===== src/rtl/mul_pkg.sv =====
// Shared types and defaults for the sequential multiplier.
package mul_pkg;

    localparam int unsigned DEFAULT_WIDTH = 32;

    typedef enum logic [1:0] {
        IDLE = 2'd0,
        CALC = 2'd1,
        FIX  = 2'd2,
        DONE = 2'd3
    } state_t;

endpackage


===== src/rtl/mul_negate.sv =====
// Conditional two's complement: y = en ? -a : a.
module mul_negate #(
    parameter int unsigned W = 32
) (
    input  logic         en,
    input  logic [W-1:0] a,
    output logic [W-1:0] y
);

    always_comb begin
        y = en ? (~a + W'(1)) : a;
    end

endmodule


===== src/rtl/seq_multiplier.sv =====
// Radix-2 shift-add multiplier, one iteration per cycle, signed or unsigned.
// Signed operands are reduced to magnitudes; the sign is reapplied in FIX.
module seq_multiplier
    import mul_pkg::*;
#(
    parameter int unsigned WIDTH = DEFAULT_WIDTH
) (
    input  logic             clk,
    input  logic             rst,
    input  logic             Start,
    input  logic             Signed,
    input  logic [WIDTH-1:0] In1,
    input  logic [WIDTH-1:0] In2,
    output logic             Busy,
    output logic             Done,
    output logic [WIDTH-1:0] Out,
    output logic [WIDTH-1:0] OutHigh,
    output logic             Overflow
);

    localparam int unsigned DW = 2 * WIDTH;
    localparam int unsigned CW = $clog2(WIDTH + 1);

    state_t            state;
    state_t            state_nx;

    logic              sgn;
    logic              neg;
    logic [WIDTH-1:0]  mp;
    logic [DW-1:0]     mc;
    logic [DW-1:0]     acc;
    logic [CW-1:0]     cnt;

    logic [WIDTH-1:0]  mag1;
    logic [WIDTH-1:0]  mag2;
    logic [DW-1:0]     fixed;
    logic              ovf;
    logic              calc_end;

    mul_negate #(.W(WIDTH)) u_neg_in1 (
        .en (Signed & In1[WIDTH-1]),
        .a  (In1),
        .y  (mag1)
    );

    mul_negate #(.W(WIDTH)) u_neg_in2 (
        .en (Signed & In2[WIDTH-1]),
        .a  (In2),
        .y  (mag2)
    );

    mul_negate #(.W(DW)) u_neg_res (
        .en (neg),
        .a  (acc),
        .y  (fixed)
    );

    // CALC spends one extra cycle at cnt==WIDTH to hand off to FIX
    assign calc_end = (cnt == CW'(WIDTH));

    always_comb begin
        if (sgn) begin
            ovf = (fixed[DW-1:WIDTH] != {WIDTH{fixed[WIDTH-1]}});
        end else begin
            ovf = (fixed[DW-1:WIDTH] != '0);
        end
    end

    always_ff @(posedge clk or posedge rst) begin
        if (rst) begin
            state <= IDLE;
        end else begin
            state <= state_nx;
        end
    end

    always_comb begin
        state_nx = state;
        case (state)
            IDLE: if (Start)    state_nx = CALC;
            CALC: if (calc_end) state_nx = FIX;
            FIX:                state_nx = DONE;
            DONE:               state_nx = IDLE;
            default:            state_nx = IDLE;
        endcase
    end

    always_comb begin
        Busy = (state == CALC) || (state == FIX);
        Done = (state == DONE);
    end

    always_ff @(posedge clk or posedge rst) begin
        if (rst) begin
            sgn      <= 1'b0;
            neg      <= 1'b0;
            mp       <= '0;
            mc       <= '0;
            acc      <= '0;
            cnt      <= '0;
            Out      <= '0;
            OutHigh  <= '0;
            Overflow <= 1'b0;
        end else begin
            case (state)
                IDLE: begin
                    if (Start) begin
                        sgn <= Signed;
                        neg <= Signed & (In1[WIDTH-1] ^ In2[WIDTH-1]);
                        mc  <= DW'(mag1);
                        mp  <= mag2;
                        acc <= '0;
                        cnt <= '0;
                    end
                end
                CALC: begin
                    if (!calc_end) begin
                        if (mp[0]) begin
                            acc <= acc + mc;
                        end
                        mc  <= mc << 1;
                        mp  <= mp >> 1;
                        cnt <= cnt + CW'(1);
                    end
                end
                FIX: begin
                    Out      <= fixed[WIDTH-1:0];
                    OutHigh  <= fixed[DW-1:WIDTH];
                    Overflow <= ovf;
                end
                default: ;
            endcase
        end
    end

endmodule


===== config.mk =====
export PLATFORM = sky130hd
export DESIGN_NAME = seq_multiplier
export DESIGN_NICKNAME = d
export VERILOG_FILES = /design/src/rtl/mul_pkg.sv /design/src/rtl/mul_negate.sv /design/src/rtl/seq_multiplier.sv
export SDC_FILE = /design/constraint.sdc
export NUM_CORES = 1
export LEC_CHECK = 0
export CORE_MARGIN = 3
export CORE_UTILIZATION = 54
export CTS_CLUSTER_DIAMETER = 60
export DETAILED_ROUTE_END_ITERATION = 8
export PLACE_DENSITY = 0.81
export SETUP_SLACK_MARGIN = 0.05
export SLEW_MARGIN = 20
export SYNTH_ARGS = -nofsm -noshare
export SYNTH_HDL_FRONTEND = slang
export SYNTH_HIERARCHICAL = 1
export SYNTH_SLANG_ARGS = --single-unit

===== constraint.sdc =====
create_clock -name clk -period 8.3 [get_ports clk]
set_input_delay 1.66 -clock clk [delete_from_list [all_inputs] [get_ports clk]]
set_output_delay 1.66 -clock clk [all_outputs]
set_load 0.1 [all_outputs]

==> run metrics <==
status=complete, no violations; vias=around 14000; DRC violations left=0; # clock sinks=approximately 240; share of cells above drive strength 1=between 10% and 20%; Syn-to-layout area delta=15.05%; DR vias/cell=around 6.2; Final nets=about 2000; Antenna Violating Nets Remaining=0; Post-DP HPWL=32020 µm; routed wire length per instance=roughly 19 µm; Antenna Cells=0; leakage=roughly 7.9 nW; Cells after Synth=between 1500 and 2000; GRT Overall Usage=between 20 and 30%; Clk network pwr share=between 10% and 20%; Period Utilization, post-route=about half; sw frac=50.22%; setup TNS=0 ns; CP required=6.64 ns; Seq/Total Area, Yosys=between 30% and 40%; share of the synthesized area in the top cell type=a little over a third; largest net degree at the start of global routing=130; Worst-Margin Slew=around 1.0 ns; Final Core Density=between 60 and 70%; I/O pin count=between 100 and 150; max cap viols=0; syn avg cell area=9.339 µm²; global-route wire length before repair=69090 µm; final worst clock skew=0.01061 ns; Syn Nets=approximately 1900; Core Region=29720 µm²; most common cell in the netlist=dfrtp_1; Cell Area, Synth=~16000 µm²; Critical Path AT=2.55 ns; TritonCTS clock tree=built; drt first pass iters=7; # H-tree levels=1; Final Non-Filler Cells=2234; CTS Buffer Depth=3; Worst Hold Class=reg2reg; Post-CTS Resized=0; gr ovfl total=0; critical path type=reg2out; initial core utilization=54.90%; Synth area leaders=dfrtp_1 (36%), xnor2_1 (8.3%), ha_1 (5.5%); Min Clock Period, post-route=roughly 4.2 ns; FFs w/ async S/R, synth=100.0%; Post-CTS Setup Inserts=0; root buffer cell=clkbuf_16; internal power=~3.8 mW; endpoints failing setup=0; Die Span X=179.8 µm; hold_buf cts=0; initial antenna violation count=0; DP Cell Count=between 2000 and 2500; die height=between 150 and 200 µm; most common flop cell mapped by yosys=dfrtp_1; row count=63; CTS Buf Count=25; Max-slew headroom=30.40%; maximum VDD drop=roughly 0.42 mV; Worst Setup Start Kind=flip-flop; crit end category=output pin; Yosys warning total=6; Yosys cell types=85; Fill cells=2433; combinational fraction of design power=between 50 and 60%; Routed WL=between 40000 and 50000 µm; Fin. Hold Viols=0; clk_lat worst skew=roughly 0.53 ns; sequential fraction of design power=between 20% and 30%; commonest cells in the netlist=dfrtp_1 (235), nand2_1 (228), o21ai_0 (163); I/O Buffers=about 130; sw power=about 3.8 mW; Routability Congestion=slightly below 1; Post-synth EDFFs=0; clock input transition at the sequential cells of the worst setup and hold paths=0.06 ns; leading area contributor after synthesis=dfrtp_1; maximum fanout along the worst path=4; DRT iter0 DRCs=around 1100; DIE AREA=between 30000 and 40000 µm²; Power Dens Cells=402.2 nW/µm²; vias in the first global route=around 13000; Synth Register Bits=roughly 240; Max Slew Vio Count=0; Max Fclk=between 200 and 250 MHz; RSZ-0062 raised after global routing=no
-- critical path: stages, from the launching register on --
cell             delay, ns
dfrtp_1               0.44
inv_1                 0.10
ha_1                  0.34
clkdlybuf4s50_1       1.15
-- routing by layer --
layer | up-vias | global-route usage (%) | share of wire (%)
li1 | 6592 | - | -
met1 | 6682 | 37.62 | 47
met2 | 438 | 39.07 | 44
met3 | 56 | 4.877 | 7.8
met4 | 0 | 5.724 | 1.8
met5 | - | 0 | 0
-- final timing paths --
path	to	slack, ns	depth (start not counted)	startpoint
worst min register to register	mp[26]	0.48	2	mp[26]
worst max register to register	Overflow	4.40	12	acc[8]
worst min-delay path	mp[26]	0.48	2	mp[26]
min in group asynchronous	Out[19]	1.74	2	rst
worst max-delay path	Busy	4.09	3	state[0]
max in group asynchronous	neg	5.29	3	rst
-- per-stage QoR --
stage / area [µm²] / hold slack [ns] / power (mW) / setup WS, ns
floorplan: 16320 / 0.4480 / 5.310 / 0.1937
global placement: 17890 / 0.4623 / 6.206 / 4.003
detailed placement: 17890 / 0.4710 / 6.333 / 3.926
CTS: 18770 / 0.4857 / 7.539 / 4.080
global route: 18770 / 0.5080 / 8.044 / 4.016
finish: 18770 / 0.4790 / 7.550 / 4.089
-- area by class of cell --
type	count	area (µm²)	area share, %
timing repair buffer	144	1416	7.546
tap	390	488.0	2.600
sequential	235	5882	31.34
inverter	31	123.9	0.6599
clock buffer	33	735.7	3.919
multi-input combinational	1390	9983	53.19
clock inverter	11	141.4	0.7532
-- state kept, by name (all words and copies together), names as in the netlist --
name and flops:
neg 1, Out 32, state 2, mc 64
cnt 6, sgn 1, mp 32, acc 64
OutHigh 32, Overflow 1
-- cells by family after synthesis --
logic type | synth area share (%)
AO/OA/AOI/OAI | 20.77
adder cells (fa/ha/maj) | 5.644
multiplexers | 8.221
AND/OR/NAND/NOR | 16.37
XOR/XNOR | 9.985
buffers and inverters | 2.968
flip-flops | 36.04
-- layout by cell type (no fill, tap or decap), drive strengths merged, types with 38 or more instances in the layout --
| cell type | n |
|---|---|
| dfrtp | 235 |
| mux2 | 64 |
| a21oi | 80 |
| a22o | 38 |
| clkdlybuf4s50 | 134 |
| xnor2 | 154 |
| o21ai | 198 |
| nor2 | 57 |
| ha | 72 |
| nand2 | 228 |
| o31ai | 53 |
| mux2i | 62 |
-- power groups by stage --
stage	Combinational, mW	Sequential, mW	Clock (mW)
global route	4.79	2.00	1.25
CTS	4.40	1.94	1.20
floorplan	2.68	2.63	0
finish	4.42	1.95	1.18
global placement	4.27	1.93	0
detailed placement	4.38	1.96	0
(Power assumes the default switching activity.)
